**src/rtl/seq_detect_pkg.sv**
```systemverilog
// seq_detect_pkg: shared FSM state type and default pattern for the serial sequence detector
package seq_detect_pkg;
   typedef enum logic [1:0] {IDLE, SHIFT, DONE} state_t;
   localparam int DEF_PAT_LEN = 4;
   localparam logic [DEF_PAT_LEN-1:0] DEF_PATTERN = 4'b1011;
endpackage

```
**src/rtl/seq_window_det.sv**
```systemverilog
// seq_window_det: PAT_LEN-bit window with fill count and registered detect pulse (SEQ_DETECT_OVERLAP_EN selects overlapping matches)
module seq_window_det
   import seq_detect_pkg::*;
#(
   parameter int PAT_LEN = DEF_PAT_LEN,
   parameter logic [PAT_LEN-1:0] PATTERN = DEF_PATTERN
) (
   input  logic clk,
   input  logic rst,
   input  logic clr,
   input  logic en,
   input  logic x,
   output logic z,
   output logic hit_next
);
   localparam int FW = $clog2(PAT_LEN + 1);
   logic [PAT_LEN-1:0] win_q, win_d, win_sh;
   logic [FW-1:0] fill_q, fill_d, fill_inc;
   logic z_q, z_d;
   assign win_sh = {win_q[PAT_LEN-2:0], x};
   assign fill_inc = (fill_q == FW'(PAT_LEN)) ? fill_q : fill_q + 1'b1;
   assign hit_next = en && !clr && (win_sh == PATTERN) && (fill_inc >= FW'(PAT_LEN));
   assign z = z_q;
   // next window, fill and pulse: clear on accept, shift while enabled
   always_comb begin
      win_d = win_q;
      fill_d = fill_q;
      z_d = 1'b0;
      if (clr) begin
         win_d = '0;
         fill_d = '0;
      end else if (en) begin
         win_d = win_sh;
         z_d = hit_next;
`ifdef SEQ_DETECT_OVERLAP_EN
         fill_d = fill_inc;
`else
         fill_d = hit_next ? '0 : fill_inc;
`endif
      end
   end
   // window, fill and pulse registers
   always_ff @(posedge clk) begin
      if (rst) begin
         win_q <= '0;
         fill_q <= '0;
         z_q <= 1'b0;
      end else begin
         win_q <= win_d;
         fill_q <= fill_d;
         z_q <= z_d;
      end
   end
endmodule

```
**src/rtl/seq_detect_ctrl.sv**
```systemverilog
// seq_detect_ctrl: word-to-serial controller that shifts each word MSB-first into seq_window_det and reports the per-word match count (SEQ_DETECT_OVERLAP_EN selects overlapping matches)
module seq_detect_ctrl
   import seq_detect_pkg::*;
#(
   parameter int DATA_W = 16,
   parameter int PAT_LEN = DEF_PAT_LEN,
   parameter logic [PAT_LEN-1:0] PATTERN = DEF_PATTERN,
   localparam int CNT_W = $clog2(DATA_W + 1)
) (
   input  logic              clk,
   input  logic              rst,
   input  logic              in_valid,
   output logic              in_ready,
   input  logic [DATA_W-1:0] in_data,
   output logic              out_valid,
   input  logic              out_ready,
   output logic [CNT_W-1:0]  match_cnt,
   output logic              match_any,
   output logic              z,
   output logic              busy
);
   localparam int BW = (DATA_W > 1) ? $clog2(DATA_W) : 1;
   state_t state_q, state_d;
   logic [DATA_W-1:0] sh_q, sh_d;
   logic [BW-1:0] bit_q, bit_d;
   logic [CNT_W-1:0] cnt_q, cnt_d;
   logic clr, en, hit_next;
   seq_window_det #(.PAT_LEN(PAT_LEN), .PATTERN(PATTERN)) u_det (
      .clk(clk), .rst(rst), .clr(clr), .en(en), .x(sh_q[DATA_W-1]), .z(z), .hit_next(hit_next)
   );
   assign in_ready = state_q == IDLE;
   assign busy = state_q == SHIFT;
   assign out_valid = state_q == DONE;
   assign match_cnt = cnt_q;
   assign match_any = cnt_q != '0;
   // FSM next state, shift register, bit counter and match counter
   always_comb begin
      state_d = state_q;
      sh_d = sh_q;
      bit_d = bit_q;
      cnt_d = cnt_q;
      clr = 1'b0;
      en = 1'b0;
      case (state_q)
         IDLE: if (in_valid) begin
            sh_d = in_data;
            bit_d = '0;
            cnt_d = '0;
            clr = 1'b1;
            state_d = SHIFT;
         end
         SHIFT: begin
            en = 1'b1;
            sh_d = {sh_q[DATA_W-2:0], 1'b0};
            bit_d = bit_q + 1'b1;
            cnt_d = hit_next ? cnt_q + 1'b1 : cnt_q;
            state_d = (bit_q == BW'(DATA_W - 1)) ? DONE : SHIFT;
         end
         DONE: state_d = out_ready ? IDLE : DONE;
         default: state_d = IDLE;
      endcase
   end
   // state and datapath registers
   always_ff @(posedge clk) begin
      if (rst) begin
         state_q <= IDLE;
         sh_q <= '0;
         bit_q <= '0;
         cnt_q <= '0;
      end else begin
         state_q <= state_d;
         sh_q <= sh_d;
         bit_q <= bit_d;
         cnt_q <= cnt_d;
      end
   end
endmodule

```
**config.mk**
```make
export PLATFORM = sky130hd
export DESIGN_NAME = seq_detect_ctrl
export DESIGN_NICKNAME = d
export VERILOG_FILES = /design/src/rtl/seq_detect_pkg.sv /design/src/rtl/seq_window_det.sv /design/src/rtl/seq_detect_ctrl.sv
export SDC_FILE = /design/constraint.sdc
export NUM_CORES = 1
export LEC_CHECK = 0
export BUFFER_PORTS_ARGS = -buffer_cell sky130_fd_sc_hd__buf_2
export CORE_MARGIN = 4
export CORE_UTILIZATION = 40
export DETAILED_ROUTE_END_ITERATION = 7
export MAX_ROUTING_LAYER = met4
export PLACE_DENSITY = 0.64
export SETUP_SLACK_MARGIN = 0.3
export SYNTH_ARGS = -nofsm -noshare
export SYNTH_HDL_FRONTEND = slang
export SYNTH_SLANG_ARGS = --single-unit
```
**constraint.sdc**
```tcl
create_clock -name clk -period 1.6 [get_ports clk]
set_input_delay 0.32 -clock clk [delete_from_list [all_inputs] [get_ports clk]]
set_output_delay 0.32 -clock clk [all_outputs]
set_load 0.02 [all_outputs]
```
# After elaboration in Yosys (flattened, before gate mapping)
# Index checks and enable logic that the tools add are counted.
[word_totals]
ff_bits = 34
inputBits = 20
out_inout_bits = 10
wordCells = 46
[op_classes]
n_addsub = 3
order_cmp = 1
n_eq_ne = 7
n_mux = 16
n_bitwise = 1
n_reduce_logical = 11
[ops]
columns = ["operator", "n"]
rows = [
  ["16-bit case mux with 2 select lines", 1],
  ["16-bit two-way mux", 1],
  ["5-bit two-way mux", 2],
  ["5-bit case mux with 2 select lines", 1],
  ["4-bit equality test (second input constant)", 2],
  ["4-bit case mux with 2 select lines", 1],
  ["2-bit two-way mux", 3],
  ["3-bit two-way mux", 2],
  ["2-bit case mux with 3 select lines", 1],
  ["5-bit by 1-bit adder with 5-bit output (second input constant)", 1],
  ["5-bit nonzero test", 1],
  ["4-bit by 1-bit adder with 4-bit output (second input constant)", 1],
  ["4-bit two-way mux", 1],
  ["3-bit by 1-bit adder with 3-bit output (second input constant)", 1],
  ["3-bit equality test (second input constant)", 1],
  ["3-bit >= comparator (second input constant)", 1],
  ["1-bit logical AND", 3],
  ["1-bit two-way mux", 3],
  ["3-bit AND reduction", 1],
  ["3-bit OR reduction", 1],
  ["2-bit by 1-bit equality test with 1-bit output (second input constant)", 1],
  ["2-bit equality test (second input constant)", 1],
  ["2-bit logical NOT", 1],
  ["2-bit by 1-bit != test with 1-bit output (second input constant)", 1],
  ["other kinds (6)", 6],
]

# Logic depth before layout (Yosys ltp)
[depth]
ltp_word = 8
ltp_mapped = 6
ltp_nobuf = 5

# Cells and area by module
# From an unflattened synthesis, not the netlist that was laid out.
[unflattened]
hier_cells = 189
hier_area_um2 = 1594.0
[modules_own_cells]
columns = ["module", "instances", "cells_each", "area_each_um2", "seq_area_each_um2"]
rows = [
  ["seq_detect_ctrl", 1, 153, 1249.9, 540.5],
  ["seq_window_det", 1, 36, 344.1, 140.1],
]

# Least setup slack after synthesis
# OpenSTA, ideal clock, no wires.
[synth_path]
path_type = "reg-to-reg"
from = "register u_det.fill_q[0]"
to = "register cnt_q[0], in the netlist match_cnt[0]"
setup_time_ns = 0.121
arrival_time_ns = 1.578
t_required_ns = 1.479
path_slack_ns = -0.099
path_stages_with_launch = 6
n_path_buf = 0
period_less_slack_ns = 1.699
path_cell_list = "dfxtp_1 inv_1 ha_1 and3b_4 or4_4 mux2_4"
[synth_via]
elab_chain_len = 6
word_cells_on_any_way = 7
cone_classes = "add/sub: 1; order compare: 1; eq/ne: 2; mux: 1; reduce/logical: 2"
[synth_lines]
columns = ["item", "line_no", "source"]
rows = [
  ["start: declaration", "seq_window_det.sv:18", "logic [FW-1:0] fill_q, fill_d, fill_inc;"],
  ["start signal: assignment", "seq_window_det.sv:50", "fill_q <= fill_d;"],
  ["3-bit by 1-bit adder with 3-bit output or 3-bit equality test (tied branches)", "seq_window_det.sv:21", "assign fill_inc = (fill_q == FW'(PAT_LEN)) ? fill_q : fill_q + 1'b1;"],
  ["3-bit two-way mux *", "seq_window_det.sv:21", ""],
  ["3-bit >= comparator *", "seq_window_det.sv:22", "assign hit_next = en && !clr && (win_sh == PATTERN) && (fill_inc >= FW'(PAT_LEN));"],
  ["1-bit logical AND *", "seq_window_det.sv:22", ""],
  ["2-bit by 1-bit != test with 1-bit output (no source line) *", "--", ""],
  ["3-bit AND reduction (no source line) *", "--", ""],
  ["end signal: assignment", "seq_detect_ctrl.sv:74", "cnt_q <= cnt_d;"],
  ["end: declaration", "seq_detect_ctrl.sv:26", "logic [CNT_W-1:0] cnt_q, cnt_d;"],
]
# Mark *: on every way between the ends. The rest lies on a longest branch, timed or not.
# A chain may end at the register's enable or synchronous reset.

# Final worst setup path
[layout_path]
from = "register cnt_q[1], in the netlist match_cnt[1]"
to = "output match_any"
[layout_via]
elab_chain_len = 1
[layout_lines]
columns = ["item", "line_no", "source"]
rows = [
  ["5-bit nonzero test", "seq_detect_ctrl.sv:35", "assign match_any = cnt_q != '0;"],
  ["end: declaration", "seq_detect_ctrl.sv:18", "output logic match_any,"],
]
# Every way passes these cells.

==> results.sh <==
export IMPL_status="finished, violations left"
export IMPL_violations="negative setup slack"
export IMPL_hpwl_mm=2.51
export IMPL_fmaxAchievable_ghz=0.571
export IMPL_globalRouteTotalUtil_pct=18.3
export IMPL_cp_startpoint="match_cnt[1]$_SDFFE_PP0P_"
export IMPL_synthesis_area_um2=1590
export IMPL_cts_sinks=34
export IMPL_worstPathRequired_ns=1.28
export IMPL_critPathCaptureType="primary output"
export IMPL_reg2reg_slack_ns=-0.06
export IMPL_drtAntennaViolNets=0
export IMPL_routed_via_density=5.36
export IMPL_vdd_ir_drop_max_uv=489
export IMPL_path_class="reg -> out"
export IMPL_cts_tree="built"
export IMPL_fin_crit_sh_pct=109
export IMPL_io_pins=30
export IMPL_port_buffers=29
export IMPL_post_route_drc_count=0
export IMPL_cap_violations=0
export IMPL_finalSetupViolCount=3
export IMPL_vias=1629
export IMPL_synth_cell_types=30
export IMPL_coreArea_um2=3740
export IMPL_gp_congestion=0.800
export IMPL_start_kind="flip-flop"
export IMPL_dp_cells=278
export IMPL_grt_pass1_vias=1514
export IMPL_finalHoldViolations=0
export IMPL_final_setup_worst_slack_ns=-0.151
export IMPL_antenna_found_initial=0
export IMPL_clockBufferDepth=2
export IMPL_cts_buffers_inserted=5
export IMPL_period_needed_ns=1.75
export IMPL_die_w_um=71.1
export IMPL_diodes=0
export IMPL_drt_total_wl_mm=4.59
export IMPL_drt_pass1_iter_count=4
export IMPL_grt_overflow_total=0
export IMPL_nets=280
export IMPL_r2r_start="u_det.fill_q[1]$_SDFFE_PP0P_"
export IMPL_power_density_nw_per_um2=768
export IMPL_ys_ff_latch=34
export IMPL_grt_pass1_wl_mm=7.13
export IMPL_htreeDepth=2
export IMPL_endpoint="match_any"
export IMPL_skew_ns=0.00561
export IMPL_r2r_cells=5
export IMPL_layout_drive_gt1_share_pct=52.0
export IMPL_avgSynthCellArea_um2=8.00
export IMPL_p_leak_nw=1.00
export IMPL_initial_core_util_pct=42.5
export IMPL_clk_pin_slew_ns=0.07
export IMPL_ys_seq_area_share_pct=42.8
export IMPL_cts_hold_buf=0
export IMPL_post_place_ws_ns=-0.0641
export IMPL_areaGrowthSynthToFinish_pct=62.7
export IMPL_avgRoutedWirePerCell_um=15.1
export IMPL_relSlewSlack_pct=72.9
export IMPL_crit_arrival_ns=1.43
export IMPL_critPathMaxFanout=2
export IMPL_drt_iter0_drc=123
export IMPL_fill_cells=282
export IMPL_cts_root_buf="clkbuf_8"
export IMPL_syn_inst=199
export IMPL_synth_fp_nets=224
export IMPL_synth_warnings=0
export IMPL_fin_cells=304
export IMPL_insertion_delay_ns=0.29
export IMPL_finalMaxSlewViolations=0
export IMPL_dieArea_um2=5050
export IMPL_min_path_cells=3
export IMPL_crit_reg2reg_capture="match_cnt[0]$_SDFFE_PP0P_"
export IMPL_hp_class="in -> reg"
export IMPL_die_y_um=71.1
export IMPL_worst_slew_pin_slew_ns=0.405
export IMPL_rsz0062_at_grt="yes"
export IMPL_utilization_pct=69.2
export IMPL_fp_row_count=22
export IMPL_grt_max_degree=27
worst min path at each step:
| stage | start | to | slack, ns |
|---|---|---|---|
| final | in_data[5] | sh_q[5]$_SDFFE_PP0P_ | 0.28 |
| after global routing | in_data[13] | sh_q[13]$_SDFFE_PP0P_ | 0.28 |
| after CTS | in_data[0] | sh_q[0]$_SDFFE_PP0P_ | 0.27 |
| after detailed placement | u_det.win_q[1]$_SDFFE_PP0P_ | u_det.win_q[2]$_SDFFE_PP0P_ | 0.45 |
| after global placement | u_det.win_q[2]$_SDFFE_PP0P_ | u_det.win_q[2]$_SDFFE_PP0P_ | 0.45 |
| after floorplan | u_det.win_q[2]$_SDFFE_PP0P_ | u_det.win_q[2]$_SDFFE_PP0P_ | 0.44 |
cells in the mapped netlist:
| library cell | n | area [um2] |
|---|---|---|
| nor2_1 | 7 | 26.3 |
| a31oi_1 | 16 | 100 |
| or4b_2 | 1 | 10.0 |
| ha_1 | 5 | 62.6 |
| nor2b_1 | 2 | 12.5 |
| o21ai_0 | 19 | 95.1 |
| and2_2 | 1 | 7.51 |
| or3b_2 | 1 | 8.76 |
| dfxtp_1 | 34 | 681 |
| a221oi_1 | 2 | 17.5 |
| nor4_1 | 4 | 25.0 |
| and3b_4 | 1 | 12.5 |
| mux2_4 | 1 | 15.0 |
| nand3_1 | 14 | 70.1 |
| and4b_2 | 1 | 11.3 |
| o21a_1 | 2 | 15.0 |
| clkbuf_1 | 7 | 26.3 |
| nand2b_1 | 2 | 12.5 |
| a211oi_1 | 1 | 7.51 |
| nand4b_1 | 3 | 26.3 |
| or4_4 | 1 | 11.3 |
| a21oi_1 | 9 | 45.0 |
| inv_1 | 6 | 22.5 |
| nor3_1 | 2 | 10.0 |
| or3_1 | 4 | 25.0 |
| buf_2 | 6 | 30.0 |
| nand2_1 | 41 | 154 |
| mux2i_1 | 4 | 40.0 |
| nor3b_1 | 1 | 7.51 |
| buf_1 | 1 | 3.75 |
sequential cells by signal, indices dropped and copies added (netlist names):
name	count
state_q	2
u_det.win_q	3
u_det.fill_q	3
sh_q	16
u_det.z	1
bit_q	4
match_cnt	5
worst max-delay path, cell delays in order (launching register included):
cell and delay [ns]:
dfxtp_2 0.33, inv_2 0.07, ha_4 0.13, or4b_4 0.47, buf_6 0.15
power breakdown:
group          leakage [nW]  switching, mW  internal, mW  total (mW)
combinational         0.670          0.195         0.190       0.385
clock                0.0482          0.325         0.347       0.672
sequential            0.282         0.0398         0.891       0.931
total                  1.00          0.559          1.43        1.99
layout make-up:
class / count / area (um2) / share of cell area [%]
multi-input combinational: 145 / 1150 / 44.6
sequential: 34 / 696 / 26.9
timing repair buffer: 63 / 557 / 21.5
clock buffer: 7 / 86.3 / 3.33
tap: 48 / 60.1 / 2.32
inverter: 6 / 30.0 / 1.16
clock inverter: 1 / 5.00 / 0.193
cell families (layout without fill, tap and decap cells):
group | after synthesis | count (layout) | synth area share (%)
multiplexers | 5 | 5 | 3.46
AO/OA/AOI/OAI | 49 | 49 | 17.6
flip-flops | 34 | 34 | 42.8
buffers and inverters | 20 | 77 | 5.19
AND/OR/NAND/NOR | 86 | 86 | 27.0
adder cells (fa/ha/maj) | 5 | 5 | 3.93
metrics by stage:
| step | hold slack [ns] | TNS (ns) | total power, mW | cell area (um2) |
|---|---|---|---|---|
| final | 0.281 | -0.210 | 1.99 | 2590 |
| after floorplan | 0.437 | -0.0684 | 1.09 | 1640 |
| after CTS | 0.272 | -0.169 | 1.93 | 2390 |
| after global routing | 0.284 | -0.316 | 2.08 | 2590 |
| after detailed placement | 0.453 | -0.0918 | 1.18 | 1910 |
| after global placement | 0.454 | -0.0394 | 1.18 | 1910 |
layer usage:
metal	vias up	wire (um)	track usage, %
li1	821	-	-
met3	9	177	4.97
met1	765	2130	23.6
met5	-	0	-
met4	0	76	6.05
met2	34	2200	27.7
repair_timing:
action / 4_1_cts / 5_1_grt
gates cloned: 1 / 1
pin swaps: 40 / 18
endpoints found under the setup margin: 36 / 36
resized for setup: 75 / 29
buffers inserted: 10 / 6
cell usage in the layout (no fill, tap or decap), drive strengths merged:
cell type  netlist  layout
and4b            1       1
nand3           14      14
and3b            1       1
nor2b            2       2
dfxtp           34      34
or3              4       4
buf              7      62
and2             1       1
nand2b           2       2
inv              6       6
a221oi           2       2
or4b             1       1
nor3             2       2
or4              1       1
a21oi            9       9
o21ai           19      19
a31oi           16      16
nand2           41      41
clkinv           0       1
nor4             4       4
or3b             1       1
ha               5       5
clkbuf           7       8
nor2             7       7
nor3b            1       1
mux2i            4       4
o21a             2       2
nand4b           3       3
a211oi           1       1
mux2             1       1
No activity file was read; power rests on OpenSTA's default activity.
